==> src/rtl/cheb_term_gen.sv <==
// Chebyshev term source: streams T_0(x)..T_DEGREE(x) via T_{k+1} = 2x*T_k - T_{k-1}.
// Define CHEB_SAT_EN to saturate terms and raise the sticky ovf flag; otherwise terms wrap.
module cheb_term_gen #(
  parameter  int WL     = 16,
  parameter  int FRAC   = 14,
  parameter  int DEGREE = 7,
  localparam int IDX_W  = (DEGREE > 0) ? $clog2(DEGREE + 1) : 1
) (
  input  logic                 clock,
  input  logic                 resetn,
  input  logic                 start,
  input  logic signed [WL-1:0] x_in,
  output logic                 busy,
  output logic                 out_valid,
  input  logic                 out_ready,
  output logic signed [WL-1:0] out_data,
  output logic [IDX_W-1:0]     out_index,
  output logic                 out_last,
  output logic                 ovf
);

  typedef enum logic {IDLE, EMIT} state_t;

  localparam logic signed [WL-1:0]   ONE    = WL'(1) << FRAC;
  localparam logic signed [2*WL-1:0] RND_K  = (2*WL)'(1) << (FRAC - 2);
  localparam logic [IDX_W-1:0]       IDX_LAST = IDX_W'(DEGREE);

  state_t state_q, state_d;

  logic signed [WL-1:0] x_q, x_d;
  logic signed [WL-1:0] data_q, data_d;   // presented term T_k
  logic signed [WL-1:0] prev_q, prev_d;   // T_{k-1}
  logic [IDX_W-1:0]     idx_q, idx_d;
  logic                 valid_q, valid_d;
  logic                 busy_q, busy_d;
  logic                 last_q, last_d;

  logic                   accept;
  logic signed [2*WL-1:0] prod;
  logic signed [2*WL-1:0] sum;
  logic signed [WL-1:0]   t_word;
  logic                   clip;

  assign accept = valid_q & out_ready;

  // Recurrence datapath for the term following the presented one.
  assign prod = (2*WL)'(x_q) * (2*WL)'(data_q);
  assign sum  = prod + RND_K;

`ifdef CHEB_SAT_EN
  // Three guard bits: r can reach +2^(WL+1) when x = T = -2^(WL-1),
  // so the subtraction needs the extra bit to pick the right saturation side.
  localparam int TW = WL + 3;
  localparam logic signed [TW-1:0] SAT_MAX = {{(TW-WL+1){1'b0}}, {(WL-1){1'b1}}};
  localparam logic signed [TW-1:0] SAT_MIN = {{(TW-WL+1){1'b1}}, {(WL-1){1'b0}}};

  logic signed [TW-1:0] t_ext;
  logic                 ovf_q, ovf_d;

  always_comb begin
    t_ext  = TW'(sum >>> (FRAC - 1)) - TW'(prev_q);
    t_word = t_ext[WL-1:0];
    clip   = 1'b0;
    if (t_ext > SAT_MAX) begin
      t_word = {1'b0, {(WL-1){1'b1}}};
      clip   = 1'b1;
    end else if (t_ext < SAT_MIN) begin
      t_word = {1'b1, {(WL-1){1'b0}}};
      clip   = 1'b1;
    end
  end

  always_ff @(posedge clock or negedge resetn) begin
    if (!resetn) ovf_q <= 1'b0;
    else         ovf_q <= ovf_d;
  end

  always_comb begin
    ovf_d = ovf_q;
    if (state_q == IDLE && start) begin
      ovf_d = 1'b0;
    end else if (state_q == EMIT && accept && !last_q && idx_q != '0 && clip) begin
      ovf_d = 1'b1;
    end
  end

  assign ovf = ovf_q;
`else
  assign t_word = WL'(sum >>> (FRAC - 1)) - prev_q;
  assign clip   = 1'b0;
  assign ovf    = 1'b0;
`endif

  // State register
  always_ff @(posedge clock or negedge resetn) begin
    if (!resetn) state_q <= IDLE;
    else         state_q <= state_d;
  end

  // Next-state logic
  always_comb begin
    state_d = state_q;
    unique case (state_q)
      IDLE: if (start) state_d = EMIT;
      EMIT: if (accept && last_q) state_d = IDLE;
      default: state_d = IDLE;
    endcase
  end

  // Output / datapath next values
  always_comb begin
    x_d     = x_q;
    data_d  = data_q;
    prev_d  = prev_q;
    idx_d   = idx_q;
    valid_d = valid_q;
    busy_d  = busy_q;
    last_d  = last_q;
    unique case (state_q)
      IDLE: begin
        if (start) begin
          x_d     = x_in;
          data_d  = ONE;
          prev_d  = '0;
          idx_d   = '0;
          last_d  = (DEGREE == 0);
          valid_d = 1'b1;
          busy_d  = 1'b1;
        end
      end
      EMIT: begin
        if (accept) begin
          if (last_q) begin
            valid_d = 1'b0;
            busy_d  = 1'b0;
          end else begin
            idx_d  = idx_q + IDX_W'(1);
            last_d = ((idx_q + IDX_W'(1)) == IDX_LAST);
            prev_d = data_q;
            data_d = (idx_q == '0) ? x_q : t_word;
          end
        end
      end
      default: ;
    endcase
  end

  always_ff @(posedge clock or negedge resetn) begin
    if (!resetn) begin
      x_q     <= '0;
      data_q  <= '0;
      prev_q  <= '0;
      idx_q   <= '0;
      valid_q <= 1'b0;
      busy_q  <= 1'b0;
      last_q  <= 1'b0;
    end else begin
      x_q     <= x_d;
      data_q  <= data_d;
      prev_q  <= prev_d;
      idx_q   <= idx_d;
      valid_q <= valid_d;
      busy_q  <= busy_d;
      last_q  <= last_d;
    end
  end

  assign busy      = busy_q;
  assign out_valid = valid_q;
  assign out_data  = data_q;
  assign out_index = idx_q;
  assign out_last  = last_q;

endmodule

==> config.mk <==
export PLATFORM = sky130hd
export DESIGN_NAME = cheb_term_gen
export DESIGN_NICKNAME = d
export VERILOG_FILES = /design/src/rtl/cheb_term_gen.sv
export SDC_FILE = /design/constraint.sdc
export NUM_CORES = 1
export LEC_CHECK = 0
export CAP_MARGIN = 20
export CORE_MARGIN = 2
export CORE_UTILIZATION = 65
export DETAILED_ROUTE_END_ITERATION = 7
export GPL_ROUTABILITY_DRIVEN = 0
export PLACE_DENSITY = 0.84
export SLEW_MARGIN = 20
export SYNTH_ARGS = -nofsm -noshare
export SYNTH_HDL_FRONTEND = slang
export SYNTH_SLANG_ARGS = --single-unit
==> constraint.sdc <==
create_clock -name clock -period 20.8 [get_ports clock]
set_input_delay 5.2 -clock clock [delete_from_list [all_inputs] [get_ports clock]]
set_output_delay 5.2 -clock clock [all_outputs]
set_load 0.005 [all_outputs]
==> results of run 1 <==
[state kept, by name, indices dropped and copies added, names as in the netlist]
register and flops:
busy 1, x_q 16, out_index 3, state_q 1, out_last 1, out_data 16
prev_q 16
[kinds of logic after synthesis]
family	Yosys count
compound gates	108
xor+xnor	48
fa+ha+maj	332
buf+inv	357
flops	54
mux	3
other cells	1
simple gates	401
[final cells by class]
type	count	area [µm²]	share of cell area, %
inverter	298	1120	8.99
sequential	54	1350	10.9
multi-input combinational	893	9020	72.6
tap	229	287	2.30
clock inverter	2	60.1	0.483
timing repair buffer	48	458	3.68
clock buffer	6	139	1.12
[placed cells by master, fill, tap and decap left out, types with 9 or more instances in the layout]
master           count
nand3_1             18
clkdlybuf4s50_1     40
inv_1              297
nand2_1            203
ha_1                92
nor2_1              25
dfrtp_1             54
o21ai_0             19
xor2_1              13
a21oi_1             35
and2_1             118
xnor2_1             35
o31ai_1             16
fa_1               240
nand2b_1             9
[layer usage]
| metal | GRT usage [%] | part of all wire (%) | up-vias |
|---|---|---|---|
| li1 | - | - | 3848 |
| met3 | 2.70 | 4.6 | 90 |
| met5 | 0 | 0 | - |
| met2 | 51.6 | 51 | 299 |
| met1 | 39.5 | 40 | 4413 |
| met4 | 13.3 | 4.8 | 0 |
[worst paths after layout]
| check | start | endpoint | slack [ns] | cells after the start |
|---|---|---|---|---|
| worst max-delay path | out_data[1]$_DFFE_PN0P_ | out_data[15]$_DFFE_PN0P_ | 12.60 | 30 |
| worst min-delay path | prev_q[0]$_DFFE_PN0P_ | prev_q[0]$_DFFE_PN0P_ | 0.52 | 2 |
| worst max register to register | out_data[1]$_DFFE_PN0P_ | out_data[15]$_DFFE_PN0P_ | 12.60 | 30 |
| worst min register to register | prev_q[0]$_DFFE_PN0P_ | prev_q[0]$_DFFE_PN0P_ | 0.52 | 2 |
| max in group asynchronous | resetn | x_q[10]$_DFFE_PN0P_ | 15.30 | 2 |
| min in group asynchronous | resetn | prev_q[12]$_DFFE_PN0P_ | 5.03 | 2 |
[critical path, delay by kind of cell (launching register included)]
family,cells,cell delay [ns]
compound gates,12,2.75
xor+xnor,3,0.37
fa+ha+maj,8,3.59
buf+inv,3,0.14
flops,1,0.73
simple gates,4,0.51
[Yosys cell counts, types with 3 or more instances]
library cell | count | area share [%]
o21a_1 | 6 | 0.38
nand2b_1 | 9 | 0.48
o31ai_1 | 16 | 1.0
and3_1 | 3 | 0.16
a21oi_1 | 35 | 1.5
nand3_1 | 18 | 0.77
inv_1 | 297 | 9.5
clkbuf_1 | 55 | 1.8
mux2i_1 | 3 | 0.26
a31oi_1 | 3 | 0.16
fa_1 | 240 | 41
nor2_1 | 26 | 0.83
nand2_1 | 203 | 6.5
xnor2_1 | 35 | 2.6
nor2b_1 | 5 | 0.27
xor2_1 | 13 | 0.97
nand4_1 | 5 | 0.27
and2_1 | 118 | 6.3
a21o_1 | 8 | 0.51
dfrtp_1 | 54 | 12
o21bai_1 | 3 | 0.19
o21ai_0 | 19 | 0.81
nor3_1 | 7 | 0.30
ha_1 | 92 | 9.8
[per-stage QoR]
step,util [%],hold slack (ns),area [µm²]
2_1_floorplan,-,0.458,11700
3_3_place_gp,68.6,0.496,12200
3_5_place_dp,68.6,0.508,12200
4_1_cts,69.7,0.525,12400
5_1_grt,69.7,0.569,12400
6_report,69.7,0.523,12400
==> impl_metrics.tcl, run 1 <==
set metrics [dict create \
    hp-class "register to register" \
    slew_headroom_pct 44.8 \
    die_w_um 138 \
    synthXorXnorAreaFrac_pct 3.59 \
    final-setup-viol-count 0 \
    port_buffers 41 \
    crit_required_ns 21.00 \
    n_fill_cell 1324 \
    cts_buffer_depth 2 \
    critPathSlowestCell "dfrtp_1" \
    fp.dieH_um 138 \
    syn_area_mm2 0.0117 \
    cts_sinks 54 \
    post-place-cells 1522 \
    synth_top_family_by_area "adder cells" \
    synth_edf_count 0 \
    dp_slack_ns 12.78 \
    area_growth_pct 6.14 \
    ys_seq_elements 54 \
    first_iter_violations 598 \
    synthArstFlopShare_pct 100 \
    start_util_pct 65.7 \
    final.setup.tns_ns 0 \
    vias 8650 \
    clk_latency_ns 0.29 \
    report.final.hold_viol_count 0 \
    finalCriticalPeriod_ns 8.20 \
    syn_area_per_cell_um2 8.98 \
    muxShareOfSynthArea_pct 0.256 \
    h-tree-depth 2 \
    wl_um 26900 \
    ys_warn_count 0 \
    worst_slack_ns 12.60 \
    antenna_found_initial 0 \
    end_kind "register" \
    ctsResizeCount 0 \
    fin_nets 1652 \
    cts_buffers 5 \
    start_kind "register" \
    finClkSkew_ns 0.00604 \
    cpPeakStageDelay_ns 0.73 \
    wl_per_cell_um 17.6 \
    antenna_cells 0 \
    synth_compound_area_share_pct 5.97 \
    grt_max_degree 55 \
    routed_via_density 5.65 \
    grt_overflow 0 \
    grt_pass1_wl_um 46300 \
    cpMostUsedCell "fa_1" \
    rsz0062_at_grt "false" \
    cp.arrival_ns 8.40 \
    yosys.area_share.adder_pct 50.8 \
    antenna_left 0 \
    synth_nets 1656 \
    drc_errors 0 \
    dr.pass1.iters 5 \
    clkTransAtPathRegs_ns 0.07 \
    grt_pass1_vias 9419 \
    cts_tree "built" \
    dp_hpwl_um 21500 \
    status "complete, no violations" \
    drive_gt1_share_pct 2.00 \
    core_mm2 0.0178 \
    instances_no_fill 1530 \
    ys.flop_type "dfrtp_1" \
    die_area_mm2 0.0191 \
    maxSlewViolCount 0 \
    synth.distinct_cells 48 \
    setup.worst_path.class "register to register" \
    ctsRootBufferMaster "clkbuf_16" \
    cts_hold_buf 0 \
    cap_violations 0 \
    rows 49 \
    ys_seq_area_share_pct 11.5 \
    max_freq_mhz 122 \
    synthCells 1304 \
    boundaryPins 43 \
    finalCritPeriodShare_pct 39.4 \
    post_cts_buffers 0 \
    worstMarginPinSlew_ns 0.828 \
    synthSimpleGateAreaFrac_pct 16.3 \
    cp_max_fo 19 \
    track_usage_pct 30.1 \
]
Power of run 1 is left out: the tool's default activity adds up to more than one toggle a clock period on the data nets, which glitch-free logic cannot reach.
==> run 2, diff against run 1 <==
CORE_UTILIZATION = 58   (was 65)
PLACE_DENSITY = 0.79   (was 0.84)
clock period = 7.1 ns   (was 20.8 ns; I/O delays follow)
==> run 2 against run 1 <==
Compared with the run above: the flow now finishes with violations (negative setup slack); die area increased by 12%; via count increased by 9.2%; non-clock buffer count increased by 152; largest cell class unchanged; utilization increased by 1.6 points; flip-flop and latch count unchanged; fmax increased by 9.3%; clock skew increased by 0.0016 ns; routed wire length increased by 17%.
==> impl_metrics.tcl, run 2 (synthesis results as in run 1) <==
set metrics [dict create \
    cap_violations 0 \
    area_growth_pct 19.6 \
    cts_tree "built" \
    status "finished with violations" \
    antenna_left 0 \
    setup.worst_path.class "register to register" \
    final_common_cell "inv_1" \
    crit_required_ns 7.29 \
    crit_family "adder cells" \
    grt_overflow 0 \
    port_buffers 41 \
    worstMarginPinSlew_ns 0.728 \
    first_iter_violations 546 \
    clkTransAtPathRegs_ns 0.08 \
    vias 9443 \
    place_area_mm2 0.0133 \
    dr.pass1.iters 5 \
    track_usage_pct 29.5 \
    post-place-cells 1683 \
    start_util_pct 59.6 \
    fin_nets 1804 \
    dr_wl_met2_um 16500 \
    layout_common_cells "inv_1, fa_1, nand2_1" \
    cpMostUsedCell "fa_1" \
    core_mm2 0.0197 \
    routed_via_density 5.50 \
    wl_per_cell_um 18.3 \
    routed.top_layer "met4" \
    finalCritPeriodShare_pct 106 \
    hold_ws_ns 0.529 \
    drive_gt1_share_pct 18.2 \
    violations "negative setup slack" \
    start_kind "register" \
    maxSlewViolCount 0 \
    cts_sinks 54 \
    ctsRootBufferMaster "clkbuf_16" \
    finalCriticalPeriod_ns 7.50 \
    die_area_mm2 0.0214 \
    die_w_um 146 \
    final_area_mm2 0.0140 \
    cp.arrival_ns 7.69 \
    finClkSkew_ns 0.00767 \
    max_freq_mhz 133 \
    cts_hold_buf 0 \
    wl_met1_um 11500 \
    final_core_util_pct 71.3 \
    slew_headroom_pct 51.5 \
    cp_max_fo 5 \
    final-setup-viol-count 7 \
    critPathBufInv 6 \
    grt_max_degree 55 \
    cts_buffer_depth 2 \
    boundaryPins 43 \
    wl_um 31400 \
    hp-class "register to register" \
    rows 51 \
    dp_hpwl_um 24800 \
    rsz0062_at_grt "true" \
    antenna_found_initial 0 \
    critPathSlowestCell "fa_1" \
    drc_errors 0 \
    h-tree-depth 2 \
    clk_latency_ns 0.30 \
    report.final.hold_viol_count 0 \
    wl_met3_um 1550 \
    cts_buffers 5 \
    instances_no_fill 1718 \
    n_fill_cell 1355 \
    fp.dieH_um 146 \
    cpPeakStageDelay_ns 0.57 \
    antenna_cells 0 \
    grt_pass1_vias 10200 \
    worst_slack_ns -0.397 \
    end_kind "register" \
    grt_pass1_wl_um 50300 \
]
==> run 2: timing repair <==
item / CTS / global route
gates resized for setup: 29 / 67
endpoints found under the setup margin: 7 / 9
gates cloned: 0 / 1
buffers inserted: 15 / 11
pin swaps: 18 / 39
==> run 2: final timing paths <==
check,start,endpoint,slack [ns],depth (start not counted)
worst max-delay path,out_data[4]$_DFFE_PN0P_,out_data[15]$_DFFE_PN0P_,-0.40,30
worst min-delay path,prev_q[0]$_DFFE_PN0P_,prev_q[0]$_DFFE_PN0P_,0.53,2
worst max register to register,out_data[4]$_DFFE_PN0P_,out_data[15]$_DFFE_PN0P_,-0.40,30
worst min register to register,prev_q[0]$_DFFE_PN0P_,prev_q[0]$_DFFE_PN0P_,0.53,2
max in group asynchronous,resetn,out_data[10]$_DFFE_PN0P_,4.96,2
min in group asynchronous,resetn,out_index[0]$_DFFE_PN0P_,1.62,2
==> run 2: per-layer routing <==
metal / vias to the layer above / GRT usage, %
met3: 135 / 2.56
li1: 4149 / -
met4: 0 / 13.1
met1: 4777 / 36.0
met2: 382 / 53.6
met5: - / 0
==> run 2: stage by stage <==
stage / setup TNS [ns] / setup WS [ns]
2_1_floorplan: 0 / 0.00606
3_3_place_gp: -0.835 / -0.240
3_5_place_dp: -1.33 / -0.376
4_1_cts: -0.432 / -0.217
5_1_grt: -3.26 / -0.674
6_report: -1.22 / -0.397
==> run 2: tightest hold or removal path: cells and delay by family (launching register included) <==
kind,cells,cell delay [ns]
flops,1,0.36
simple gates,2,0.14
==> run 2: area by class of cell <==
class	count	area, µm²	share of cell area, %
multi-input combinational	893	9350	66.7
timing repair buffer	200	1700	12.1
sequential	54	1370	9.79
inverter	298	1120	7.98
tap	265	332	2.37
clock buffer	6	129	0.920
clock inverter	2	16.3	0.116
Power of run 2 is left out for the same reason.
